File: src/rtl/tt_bytepack.sv
// Packs qualified debiased random bits MSB-first into bytes, buffers them in a small FIFO,
// and runs a repetition-count health test that flushes and locks the output when it trips.
module tt_bytepack #(
  parameter int unsigned RCT_LIMIT  = 16,
  parameter int unsigned FIFO_DEPTH = 4
) (
  input  logic                          clk,
  input  logic                          rst_n,
  input  logic                          bit_in,
  input  logic                          bit_en,
  input  logic                          clr,
  output logic [7:0]                    byte_out,
  output logic                          byte_valid,
  input  logic                          byte_ready,
  output logic [$clog2(FIFO_DEPTH):0]   level,
  output logic                          overflow,
  output logic                          health_fail
);

  localparam int unsigned PtrW = $clog2(FIFO_DEPTH);
  localparam int unsigned LvlW = PtrW + 1;

  typedef enum logic {StFill, StFail} state_e;

  state_e           state_q, state_d;
  logic [6:0]       shift_q, shift_d;
  logic [2:0]       bit_cnt_q, bit_cnt_d;
  logic [7:0]       rct_q, rct_d;
  logic             prev_q, prev_d;
  logic [PtrW-1:0]  wr_ptr_q, wr_ptr_d;
  logic [PtrW-1:0]  rd_ptr_q, rd_ptr_d;
  logic [LvlW-1:0]  level_q, level_d;
  logic             ovf_q, ovf_d;
  logic             fail_q, fail_d;

  logic [7:0]       mem [FIFO_DEPTH];

  logic             accept;
  logic             pop;
  logic             push;
  logic             full;
  logic             wr_en;
  logic             trip;
  logic [7:0]       rct_inc;
  logic [7:0]       new_byte;

  always_comb begin
    state_d   = state_q;
    shift_d   = shift_q;
    bit_cnt_d = bit_cnt_q;
    rct_d     = rct_q;
    prev_d    = prev_q;
    wr_ptr_d  = wr_ptr_q;
    rd_ptr_d  = rd_ptr_q;
    level_d   = level_q;
    ovf_d     = ovf_q;
    fail_d    = fail_q;
    wr_en     = 1'b0;

    new_byte = {shift_q, bit_in};
    full     = (level_q == LvlW'(FIFO_DEPTH));
    accept   = (state_q == StFill) && bit_en;
    pop      = (state_q == StFill) && (level_q != '0) && byte_ready;

    // rct_q == 0 marks "no previous bit" after reset or clear
    if ((rct_q != 8'd0) && (bit_in == prev_q)) begin
      rct_inc = (rct_q >= 8'(RCT_LIMIT)) ? rct_q : rct_q + 8'd1;
    end else begin
      rct_inc = 8'd1;
    end
    trip = accept && (rct_inc == 8'(RCT_LIMIT));
    push = accept && !trip && (bit_cnt_q == 3'd7);

    if (clr) begin
      state_d   = StFill;
      shift_d   = '0;
      bit_cnt_d = '0;
      rct_d     = '0;
      prev_d    = 1'b0;
      wr_ptr_d  = '0;
      rd_ptr_d  = '0;
      level_d   = '0;
      ovf_d     = 1'b0;
      fail_d    = 1'b0;
    end else if (trip) begin
      // The byte this bit would have completed is discarded along with the FIFO.
      state_d   = StFail;
      fail_d    = 1'b1;
      shift_d   = '0;
      bit_cnt_d = '0;
      rct_d     = rct_inc;
      prev_d    = bit_in;
      wr_ptr_d  = '0;
      rd_ptr_d  = '0;
      level_d   = '0;
    end else begin
      if (accept) begin
        shift_d   = new_byte[6:0];
        bit_cnt_d = bit_cnt_q + 3'd1;
        rct_d     = rct_inc;
        prev_d    = bit_in;
      end

      wr_en = push && (!full || pop);
      if (push && full && !pop) begin
        ovf_d = 1'b1;
      end
      if (pop) begin
        rd_ptr_d = rd_ptr_q + PtrW'(1);
      end
      if (wr_en) begin
        wr_ptr_d = wr_ptr_q + PtrW'(1);
      end

      unique case ({wr_en, pop})
        2'b10:   level_d = level_q + LvlW'(1);
        2'b01:   level_d = level_q - LvlW'(1);
        default: level_d = level_q;
      endcase
    end
  end

  always_ff @(posedge clk or negedge rst_n) begin
    if (!rst_n) begin
      state_q   <= StFill;
      shift_q   <= '0;
      bit_cnt_q <= '0;
      rct_q     <= '0;
      prev_q    <= 1'b0;
      wr_ptr_q  <= '0;
      rd_ptr_q  <= '0;
      level_q   <= '0;
      ovf_q     <= 1'b0;
      fail_q    <= 1'b0;
    end else begin
      state_q   <= state_d;
      shift_q   <= shift_d;
      bit_cnt_q <= bit_cnt_d;
      rct_q     <= rct_d;
      prev_q    <= prev_d;
      wr_ptr_q  <= wr_ptr_d;
      rd_ptr_q  <= rd_ptr_d;
      level_q   <= level_d;
      ovf_q     <= ovf_d;
      fail_q    <= fail_d;
    end
  end

  // Storage is not reset; byte_out is masked to zero whenever the FIFO is empty.
  always_ff @(posedge clk) begin
    if (wr_en) begin
      mem[wr_ptr_q] <= new_byte;
    end
  end

  assign byte_valid  = (state_q == StFill) && (level_q != '0);
  assign byte_out    = byte_valid ? mem[rd_ptr_q] : 8'h00;
  assign level       = level_q;
  assign overflow    = ovf_q;
  assign health_fail = fail_q;

endmodule
File: config.mk
export PLATFORM = sky130hd
export DESIGN_NAME = tt_bytepack
export DESIGN_NICKNAME = d
export VERILOG_FILES = /design/src/rtl/tt_bytepack.sv
export SDC_FILE = /design/constraint.sdc
export NUM_CORES = 1
export LEC_CHECK = 0
export ABC_AREA = 0
export CAP_MARGIN = 20
export CORE_UTILIZATION = 30
export CTS_BUF_LIST = sky130_fd_sc_hd__clkbuf_8
export DETAILED_ROUTE_END_ITERATION = 16
export GPL_ROUTABILITY_DRIVEN = 0
export PLACE_DENSITY_LB_ADDON = 0.05
export REMOVE_ABC_BUFFERS = 1
export SYNTH_ARGS = -nofsm -noshare
export SYNTH_HDL_FRONTEND = slang
export SYNTH_SLANG_ARGS = --single-unit
File: constraint.sdc
create_clock -name clk -period 2.6 [get_ports clk]
set_input_delay 0.52 -clock clk [delete_from_list [all_inputs] [get_ports clk]]
set_output_delay 0.52 -clock clk [all_outputs]
set_load 0.02 [all_outputs]
# Word-level counts from Yosys, hierarchy flattened
# Memories as Yosys holds them, arrays and structs flattened.
# Index checks and enable logic that the tools add are counted.
# classes
n_addsub,6
n_mul,0
n_div,0
magnitude_cmp,1
eq_ne,7
shifts,0
n_mux,33
bitwise,1
n_reduce_logical,23
# op_table
operator,n
2-to-1 mux 8 bit,6
2-to-1 mux 7 bit,3
2-to-1 mux 3 bit,5
2-to-1 mux 1 bit,12
2-to-1 mux 2 bit,6
nonzero test 3 bit,4
logical AND 1 bit,10
adder 8 x 1 -> 8 bit (second input constant),1
equality test 8 x 5 -> 1 bit (second input constant),1
greater-or-equal comparator 8 x 5 -> 1 bit (second input constant),1
nonzero test 8 bit,1
adder 3 x 1 -> 3 bit (second input constant),2
equality test 3 bit (second input constant),2
case mux 3 bit (2 select lines),1
adder 2 x 1 -> 2 bit (second input constant),2
nonzero test 2 bit,2
nonzero test 4 bit,1
logical NOT 1 bit,3
subtractor 3 x 1 -> 3 bit (second input constant),1
equality test 2 x 1 -> 1 bit (second input constant),1
equality test 2 bit (second input constant),1
inequality test 2 bit (second input constant),1
AND reduction 2 bit,1
equality test 1 bit,1
other kinds (2),2
# totals
register_bits,28
latch_bits,0
ramBits,32
romBits,0
input_bits,6
output_inout_bits,14
elab_cells,81
n_memories,1
# memory_table
memory,depth,width,read_ports,rd_ports_with_merged_regs,write_ports,line,rtl
mem,4,8,1,0,1,36,logic [7:0] mem [FIFO_DEPTH];

# Logic depth before layout (Yosys ltp)
# Gate-level depths: netlist (run 1).
# depth
depth_word,13
mapped_depth,11
mapped_depth_nobuf,11

# Worst setup path after synthesis (run 1)
# OpenSTA, ideal clock, no wires.
# synth_path
path_kind,register -> register
start,register rct_q[0]
end,register level_q[2] (netlist: level[2])
setup_ns,0.126
t_arrival_ns,2.397
t_required_ns,2.474
path_slack_ns,0.077
stages_incl_launch_ff,12
path_buffers,0
synth_period_minus_slack_ns,2.523
path_cell_list,dfrtp_1 -> inv_1 -> ha_1 -> mux2_2 -> nor3_1 -> nand4_1 -> a21boi_1 -> inv_1 -> fa_1 -> nor3_1 -> a21oi_1 -> mux2i_1
# synth_via
elab_chain_cells,13
elab_cells_between_ends,18
classes_between,add/sub (1); order compare (1); eq/ne (3); mux (5); reduce/logical (8)
# synth_rtl
item,line,rtl
start: declaration,28,"logic [7:0] rct_q, rct_d;"
start signal: assignment,139,rct_q <= rct_d;
adder 8 x 1 -> 8 bit (tied with other cells),67,rct_inc = (rct_q >= 8'(RCT_LIMIT)) ? rct_q : rct_q + 8'd1;
2-to-1 mux 8 bit / logical AND 1 bit (equally long branches),"67, 66",
2-to-1 mux 8 bit (*),66,if ((rct_q != 8'd0) && (bit_in == prev_q)) begin
equality test 8 x 5 -> 1 bit (*),71,trip = accept && (rct_inc == 8'(RCT_LIMIT));
logical AND 1 bit (*),71,
logical NOT 1 bit,72,push = accept && !trip && (bit_cnt_q == 3'd7);
logical AND 1 bit (2 in a row),72,
logical AND 1 bit,104,wr_en = push && (!full || pop);
equality test 2 x 1 -> 1 bit / equality test 2 bit (equally long branches),115,"unique case ({wr_en, pop})"
case mux 3 bit (2 select lines),115,
2-to-1 mux 3 bit,85,end else if (trip) begin
2-to-1 mux 3 bit,74,if (clr) begin
end signal: assignment,143,level_q <= level_d;
end: declaration,32,"logic [LvlW-1:0] level_q, level_d;"
# Mark *: on every way between the ends. The rest lies on a longest branch, timed or not.
# A chain may end at the register's enable or synchronous reset.

# Final worst setup path (run 1)
# Ends and elaborated chain as after synthesis.

==> results.py, run 1 <==
metrics = {
    "status": {
        "outcome": "finished with violations",
        "violations": "design-rule violations",
    },
    "critical_path": {
        "crit_path_end_kind": "register",
        "critPathRequiredTime_ns": 2.82,
        "r2r_end": "level[2]",
        "cp_max_fo": 2,
        "cp.arrival_ns": 2.66,
        "critPathKind": "reg2reg",
        "crit_chain": "inv_1, ha_1, mux2_2, nor3_4, nand4_1, a21boi_2, inv_1, fa_1, nor3_2, a21oi_1, mux2i_1",
        "rrSetupSlack_ns": 0.15,
        "crit_path_frequent_cell": "inv_1",
        "timing.rr.start": "rct_q[0]",
        "startpoint_type": "register",
        "reg2reg_depth": 11,
        "crit_path_top_delay_cell": "fa_1",
        "critPathMaxStageDelay_ns": 0.39,
    },
    "clock_network": {
        "clock_sinks": 60,
        "tritoncts": "yes",
        "cts_buffers": 9,
        "clock_latency_ns": 0.33,
        "path_clk_slew_ns": 0.07,
        "cts_buffer_depth": 2,
        "ctsRootBufferMaster": "clkbuf_8",
        "holdBufCountCts": 0,
        "htree_levels": 3,
    },
    "hold_path": {
        "worstHoldPathType": "reg2reg",
        "min_path_cells": 1,
        "hold_end": "bit_cnt_q[1]",
        "hold_path.startpoint": "bit_cnt_q[1]",
    },
    "synth": {
        "ys_warn_count": 0,
        "syn_inst": 207,
        "synth_top_area_share_pct": 34.99,
        "ys_types": 43,
        "synth_largest_area_cell": "edfxtp_1",
        "synth_area_um2": 2746,
        "syn_area_per_cell_um2": 13.27,
        "synth_area_leaders": "edfxtp_1 35%, dfrtp_1 26%, mux4_2 6.6%",
        "ys_ff_latch": 60,
        "ys_seq_area_share_pct": 60.50,
    },
    "routing": {
        "dr.pass1.iters": 10,
        "drc": 4,
        "viasPerCell": 4.989,
        "ant_nets": 0,
        "drt_iter0_markers": 65,
        "wl_mm": 5.498,
        "avgRoutedWirePerCell_um": 15.06,
        "vias": 1821,
    },
    "floorplanning": {
        "die_h_um": 97.68,
        "initial_core_util_pct": 31.19,
        "die_w_um": 97.68,
        "rows": 34,
        "dieArea_um2": 9541,
        "core-area_um2": 8806,
        "io_pins": 20,
    },
    "layout": {
        "area_growth_pct": 27.84,
        "drive_gt1_share_pct": 22.96,
        "diodes": 0,
        "fin_nets": 267,
        "final_common_cell": "edfxtp_1",
        "mostFrequentLayoutCells": "32 x edfxtp_1, 28 x dfrtp_1, 17 x buf_4",
        "fillers": 808,
        "post-route-util_pct": 39.87,
        "final_area_um2": 3511,
    },
    "pwr": {
        "powerDensity_nw_per_um2": 794.3,
        "power_leakage_nw": 1.477,
        "peakVddDrop_mv": 0.2363,
        "p_total_mw": 2.789,
    },
    "timing": {
        "finalHoldViolations": 0,
        "slew-limit-headroom_pct": 70.21,
        "final.period_utilization_pct": 94.04,
        "slew_violations": 0,
        "setup_viol": 0,
        "fin_tns_setup_ns": 0,
        "tightestPinTransition_ns": 0.4469,
        "rsz0062_at_grt": "false",
        "period_needed_ns": 2.445,
        "fin_ws_ns": 0.1550,
        "fmax_mhz": 409.0,
        "skew_ns": 0.01079,
    },
    "global_routing": {
        "antenna_found_initial": 0,
        "grt_overflow_total": 0,
        "grt_max_degree": 29,
        "grt_use_total_pct": 12.89,
        "grt_pass1_vias": 1839,
        "grt_pass1_wl_mm": 9.356,
    },
    "placed_design": {
        "placed_area_um2": 3257,
        "place_ws_ns": -0.1764,
        "port_buffers": 19,
        "detailedPlacementHpwl_mm": 3.900,
    },
    "run": {
        "maxCapViolations": 0,
    },
}
[cell families after synthesis]
group / count (synthesis) / share of synthesized area (%)
AND/OR/NAND/NOR: 73 / 15.35
AO/OA/AOI/OAI: 35 / 8.338
multiplexers: 12 / 8.109
buffers and inverters: 15 / 2.369
flip-flops: 60 / 60.50
XOR/XNOR: 3 / 0.9569
adder cells (fa/ha/maj): 9 / 4.374
[metrics by stage]
stage,std cells,hold WS [ns]
floorplan,200,0.2244
global placement,348,0.4890
detailed placement,348,0.4948
CTS,364,0.5159
global route,365,0.5525
finish,365,0.5191
[per-layer routing]
layer  vias to the layer above  routed length (µm)  global-route usage, %
met5                         -                   0                      0
met1                       900                2414                  15.88
met4                         0                  94                  5.361
met3                        10                 229                  3.741
met2                        46                2759                  21.11
li1                        865                   -                      -
[state kept, by name (all words and copies together) (netlist names)]
name         count
bit_cnt_q        3
health_fail      1
level            3
mem             32
overflow         1
prev_q           1
rct_q            8
rd_ptr_q         2
shift_q          7
wr_ptr_q         2
[final cells by class]
type	instances	area, µm²	area share [%]
multi-input cells	132	1050	29.90
inverters	8	30.03	0.8553
clock inverters	6	62.56	1.782
repair buffers	41	434.2	12.37
well taps	108	135.1	3.849
clock buffers	10	137.6	3.920
flip-flops and latches	60	1662	47.33
[Yosys cell counts, drive strengths merged]
cell type   n
a211oi      1
nor2b       6
or2         1
o21ai      12
nand2       7
edfxtp     32
nand2b      6
inv         8
nand4b      1
nand3b      1
nor3        9
nand4       2
and3        5
dfrtp      28
fa          1
clkbuf      5
o41ai       1
xor2        3
buf         2
a22o        8
and4        2
a32oi       1
nor4        1
mux4        8
a21boi      1
mux2        2
a31oi       1
or4         1
or3         4
and2       10
nand3       3
ha          8
nor2       13
mux2i       2
o31ai       1
and3b       1
a21oi       9
[repair_timing]
action | 4_1_cts | 5_1_grt
buffers inserted | 0 | 1
pin swaps | 0 | 3
resized for setup | 2 | 13
gates cloned | 0 | 0
endpoints found under the setup margin | 9 | 8
[power by group]
part	internal, mW	switching (mW)
registers	1.03	0.0421
clock network	0.467	0.375
logic	0.435	0.437
total	1.93	0.854
[how the worst max path moves through the flow]
stage,endpoint,startpoint,slack [ns]
after floorplan,level[2],rct_q[0],0.08
after global placement,level[2],bit_in,-0.16
after detailed placement,level[2],bit_in,-0.18
after CTS,byte_out[0],rd_ptr_q[0],0.005
after global routing,level[2],rct_q[0],0.007
final,level[2],rct_q[0],0.15
[worst max-delay path: cells and delay by family (launching register included)]
| kind | cells | cell delay (ns) |
|---|---|---|
| mux | 2 | 0.42 |
| flops | 1 | 0.35 |
| compound gates | 2 | 0.24 |
| buf+inv | 2 | 0.14 |
| simple gates | 3 | 0.46 |
| fa+ha+maj | 2 | 0.69 |
No activity file was read; power rests on OpenSTA's default activity.
==> inputs of run 2 (changes only) <==
Settings changed: DONT_BUFFER_PORTS from default to 1.
==> run 2 against run 1 <==
Against the previous run:
- the run still ends with design-rule violations left
- register-to-register slack improved by 0.05 ns
- global-route usage rose by 0.82 points
- sequential cell count did not move
- power fell by 4.1%
- clock power rose by 18%
- die area did not move
- non-clock buffer count fell by 21
- combinational power fell by 33%
- critical path type unchanged
- critical endpoint unchanged
- highest routed layer unchanged
==> results.py, run 2 (synthesis gave the netlist of run 1 again) <==
metrics = {
    "critical_path": {
        "cp_max_fo": 5,
        "cp.arrival_ns": 2.61,
        "crit_path_end_kind": "register",
        "startpoint_type": "register",
        "critPathRequiredTime_ns": 2.81,
        "critPathKind": "reg2reg",
    },
    "layout": {
        "fillers": 845,
        "post-route-util_pct": 37.58,
        "final_common_cell": "edfxtp_1",
        "diodes": 0,
        "drive_gt1_share_pct": 23.31,
        "area_growth_pct": 20.50,
        "top_regs": "mem: 32 flops, rct_q: 8 flops, shift_q: 7 flops",
        "mostFrequentLayoutCells": "32 x edfxtp_1, 28 x dfrtp_1, 15 x buf_4",
        "fin_nets": 246,
        "largest_reg_flops": 32,
        "largest_register": "mem",
    },
    "pwr": {
        "powerDensity_nw_per_um2": 808.1,
        "power_leakage_nw": 1.312,
        "p_total_mw": 2.674,
        "peakVddDrop_mv": 0.2906,
    },
    "timing": {
        "rsz0062_at_grt": "false",
        "final.period_utilization_pct": 92.29,
        "skew_ns": 0.009483,
        "fin_tns_setup_ns": 0,
        "fmax_mhz": 416.7,
        "tightestPinTransition_ns": 0.5650,
        "finalHoldViolations": 0,
        "period_needed_ns": 2.400,
        "setup_viol": 0,
        "slew_violations": 0,
        "slew-limit-headroom_pct": 62.30,
    },
    "routing": {
        "viasPerCell": 5.090,
        "vias": 1751,
        "avgRoutedWirePerCell_um": 16.92,
        "wl_mm": 5.819,
        "drc": 3,
        "ant_nets": 0,
        "drt_iter0_markers": 48,
        "dr.pass1.iters": 10,
    },
    "floorplanning": {
        "core-area_um2": 8806,
        "io_pins": 20,
        "die_w_um": 97.68,
        "rows": 34,
        "dieArea_um2": 9541,
        "die_h_um": 97.68,
        "initial_core_util_pct": 31.19,
    },
    "hold_path": {
        "worstHoldPathType": "in2reg",
    },
    "placed_design": {
        "detailedPlacementHpwl_mm": 4.041,
        "port_buffers": 0,
    },
    "global_routing": {
        "antenna_found_initial": 0,
        "grt_pass1_vias": 1865,
        "grt_max_degree": 29,
        "grt_use_total_pct": 13.71,
        "grt_overflow_total": 0,
        "grt_pass1_wl_mm": 9.777,
    },
    "status": {
        "violations": "design-rule violations",
        "outcome": "finished with violations",
    },
    "clock_network": {
        "tritoncts": "yes",
        "cts_buffer_depth": 2,
        "htree_levels": 3,
        "path_clk_slew_ns": 0.07,
        "clock_latency_ns": 0.33,
        "clock_sinks": 60,
        "ctsRootBufferMaster": "clkbuf_8",
        "cts_buffers": 9,
    },
    "run": {
        "maxCapViolations": 0,
    },
}
==> run 2: path summary, 6_finish.rpt <==
path	from	end	slack, ns	cells past startpoint
worst max-delay path	rct_q[0]	level[2]	0.20	11
worst min-delay path	clr	shift_q[0]	0.24	1
worst max register to register	rct_q[0]	level[2]	0.20	11
worst min register to register	bit_cnt_q[1]	bit_cnt_q[1]	0.50	1
max in group asynchronous	rst_n	shift_q[5]	1.81	2
min in group asynchronous	rst_n	rct_q[6]	0.62	2
==> run 2: metrics by stage <==
| stage | hold WS (ns) | worst slack, ns | instance area, µm² | cells |
|---|---|---|---|---|
| finish | 0.2427 | 0.2004 | 3309 | 344 |
| global route | 0.2164 | 0.03276 | 3309 | 344 |
| CTS | 0.2278 | 0.05558 | 3269 | 342 |
| detailed placement | 0.2255 | 0.07870 | 3004 | 324 |
| global placement | 0.2254 | 0.1315 | 3004 | 324 |
| floorplan | 0.2244 | 0.07734 | 2711 | 200 |
==> run 2: critical path, stage by stage (launching register included) <==
cell and delay [ns]:
dfrtp_1 0.39, buf_4 0.16, ha_2 0.21, nor2b_1 0.14, a32oi_1 0.26, nand4_1 0.18
a21boi_2 0.17, inv_1 0.08, fa_2 0.35, nor3_2 0.17, a21oi_1 0.07, mux2i_1 0.12
==> run 2: routing by layer <==
| metal | share of wire [%] | global-route usage, % | vias to the layer above |
|---|---|---|---|
| met3 | 3.8 | 4.604 | 10 |
| met1 | 42 | 15.60 | 874 |
| met2 | 53 | 23.90 | 44 |
| met5 | 0 | 0 | - |
| met4 | 1.5 | 4.895 | 0 |
| li1 | - | - | 823 |
==> run 2: final cells by class <==
| cell class | instances | area [µm²] | area share [%] |
|---|---|---|---|
| inverters | 8 | 30.03 | 0.9074 |
| flip-flops and latches | 60 | 1662 | 50.21 |
| well taps | 108 | 135.1 | 4.083 |
| clock buffers | 9 | 123.9 | 3.743 |
| repair buffers | 20 | 202.7 | 6.125 |
| clock inverters | 7 | 108.9 | 3.289 |
| multi-input cells | 132 | 1047 | 31.64 |
==> run 2: where the power goes <==
part	switching [mW]	total [mW]	internal [mW]	leakage [nW]
clock network	0.363	0.990	0.627	0.119
logic	0.368	0.586	0.218	0.510
registers	0.0664	1.10	1.03	0.682
==> run 2: timing repair <==
| action | 4_1_cts | 5_1_grt |
|---|---|---|
| setup buffers | 0 | 2 |
| hold buffers | 2 | 0 |
| hold endpoints to repair | 28 | 0 |
| endpoints found under the setup margin | 8 | 1 |
| pin swaps | 0 | 3 |
| resized for setup | 1 | 6 |
==> inputs of run 3 (changes only) <==
Settings changed: CORE_UTILIZATION 30 to 45.
==> run 3 against run 2 <==
Against the previous run:
- the flow now finishes without violations
- count of clock-buffer cells in the layout unchanged
- combinational power decreased by 5.1%
- sequential cell count unchanged
- routed wire length decreased by 7.0%
- non-clock buffer count decreased by 6
- final area decreased by 5.4%
- critical endpoint is now mem[2][4]
- setup slack got worse by 0.067 ns
- fmax decreased by 2.7%
==> results.py, run 3 (synthesis gave the netlist of run 1 again) <==
metrics = {
    "global_routing": {
        "grt_overflow_total": 0,
        "grt_use_total_pct": 19.73,
        "grt_pass1_wl_mm": 9.156,
        "grt_pass1_vias": 1858,
        "antenna_found_initial": 0,
        "grt_max_degree": 29,
    },
    "floorplanning": {
        "rows": 28,
        "initial_core_util_pct": 46.39,
        "core-area_um2": 5921,
        "io_pins": 20,
        "dieArea_um2": 6419,
        "die_h_um": 80.12,
        "die_w_um": 80.12,
    },
    "critical_path": {
        "cp_max_fo": 8,
        "critPathRequiredTime_ns": 2.63,
        "crit_path_end_kind": "register",
        "cp.arrival_ns": 2.49,
        "critPathKind": "reg2reg",
        "startpoint_type": "register",
    },
    "timing": {
        "final.period_utilization_pct": 94.86,
        "rsz0062_at_grt": "false",
        "fmax_mhz": 405.5,
        "period_needed_ns": 2.466,
        "slew-limit-headroom_pct": 45.61,
        "fin_tns_setup_ns": 0,
        "timing.hold.ws_ns": 0.007639,
        "skew_ns": 0.007200,
        "tightestPinTransition_ns": 0.8129,
        "setup_viol": 0,
        "slew_violations": 0,
        "finalHoldViolations": 0,
    },
    "clock_network": {
        "ctsRootBufferMaster": "clkbuf_8",
        "clock_latency_ns": 0.33,
        "htree_levels": 3,
        "cts_buffers": 9,
        "path_clk_slew_ns": 0.07,
        "clock_sinks": 60,
        "cts_buffer_depth": 2,
        "tritoncts": "yes",
    },
    "routing": {
        "wl_met3_um": 275,
        "dr.pass1.iters": 4,
        "vias": 1761,
        "drc": 0,
        "ant_nets": 0,
        "wl_met1_mm": 2.310,
        "avgRoutedWirePerCell_um": 17.75,
        "wl_met2_mm": 2.629,
        "viasPerCell": 5.774,
        "highest_layer": "met4",
        "wl_mm": 5.414,
        "drt_iter0_markers": 89,
    },
    "layout": {
        "largest_reg_flops": 32,
        "mostFrequentLayoutCells": "32 x edfxtp_1, 28 x dfrtp_1, 13 x buf_4",
        "diodes": 0,
        "post-route-util_pct": 52.90,
        "area_growth_pct": 14.03,
        "top_regs": "mem: 32 flops, rct_q: 8 flops, shift_q: 7 flops",
        "fin_nets": 240,
        "largest_register": "mem",
        "drive_gt1_share_pct": 21.30,
        "final_common_cell": "edfxtp_1",
        "final_area_um2": 3132,
    },
    "status": {
        "outcome": "finished clean",
    },
    "run": {
        "maxCapViolations": 0,
    },
    "placed_design": {
        "placed_area_um2": 2895,
        "detailedPlacementHpwl_mm": 3.644,
        "port_buffers": 0,
    },
    "pwr": {
        "p_total_mw": 2.466,
        "powerDensity_nw_per_um2": 787.4,
        "peakVddDrop_mv": 0.6497,
        "power_leakage_nw": 1.243,
    },
    "hold_path": {
        "worstHoldPathType": "in2async",
    },
}
-- run 3: routing by layer --
metal	vias up	track usage (%)
met2	67	32.14
met3	20	4.773
met1	867	23.77
met4	0	11.61
met5	-	0
li1	807	-
-- run 3: layout make-up --
class / count / area, µm²
clock buffer: 9 / 123.9
clock inverter: 7 / 57.56
fill: 497 / 2789
inverter: 8 / 30.03
multi-input combinational: 132 / 1047
sequential: 60 / 1662
tap: 75 / 93.84
timing repair buffer: 14 / 117.6
-- run 3: timing repair --
item / CTS / global route
setup endpoints to repair: 9 / 13
resized for setup: 2 / 5
endpoints found under the hold margin: 28 / 0
buffers inserted: 0 / 1
pin swaps: 0 / 3
hold buffers: 1 / 0
-- run 3: worst max-delay path: stages (launching register included) --
cell     delay [ns]
dfrtp_1        0.35
buf_4          0.14
ha_2           0.22
nor2b_1        0.18
a32oi_1        0.14
and4_1         0.30
nor3_2         0.40
and3_1         0.25
buf_4          0.19
-- run 3: worst paths after layout --
kind,startpoint,end,slack (ns),depth (start not counted)
worst max-delay path,rct_q[0],mem[2][4],0.13,8
worst min-delay path,rst_n,level[2],0.008,1
worst max register to register,rct_q[0],mem[2][4],0.13,8
worst min register to register,bit_cnt_q[2],bit_cnt_q[2],0.52,1
max in group asynchronous,rst_n,shift_q[4],2.43,1
min in group clk,clr,shift_q[0],0.25,1
-- run 3: stage by stage --
step | setup WS, ns | cells
5_1_grt | 0.01448 | 305
6_report | 0.1336 | 305
2_1_floorplan | 0.07734 | 200
3_5_place_dp | 0.02532 | 287
4_1_cts | 0.03388 | 304
3_3_place_gp | 0.1680 | 287
-- run 3: power by group --
group | leakage [nW] | total (mW) | switching [mW] | internal [mW]
clock | 0.0892 | 0.773 | 0.346 | 0.427
combinational | 0.472 | 0.556 | 0.341 | 0.215
sequential | 0.682 | 1.14 | 0.104 | 1.03
total | 1.24 | 2.47 | 0.792 | 1.67
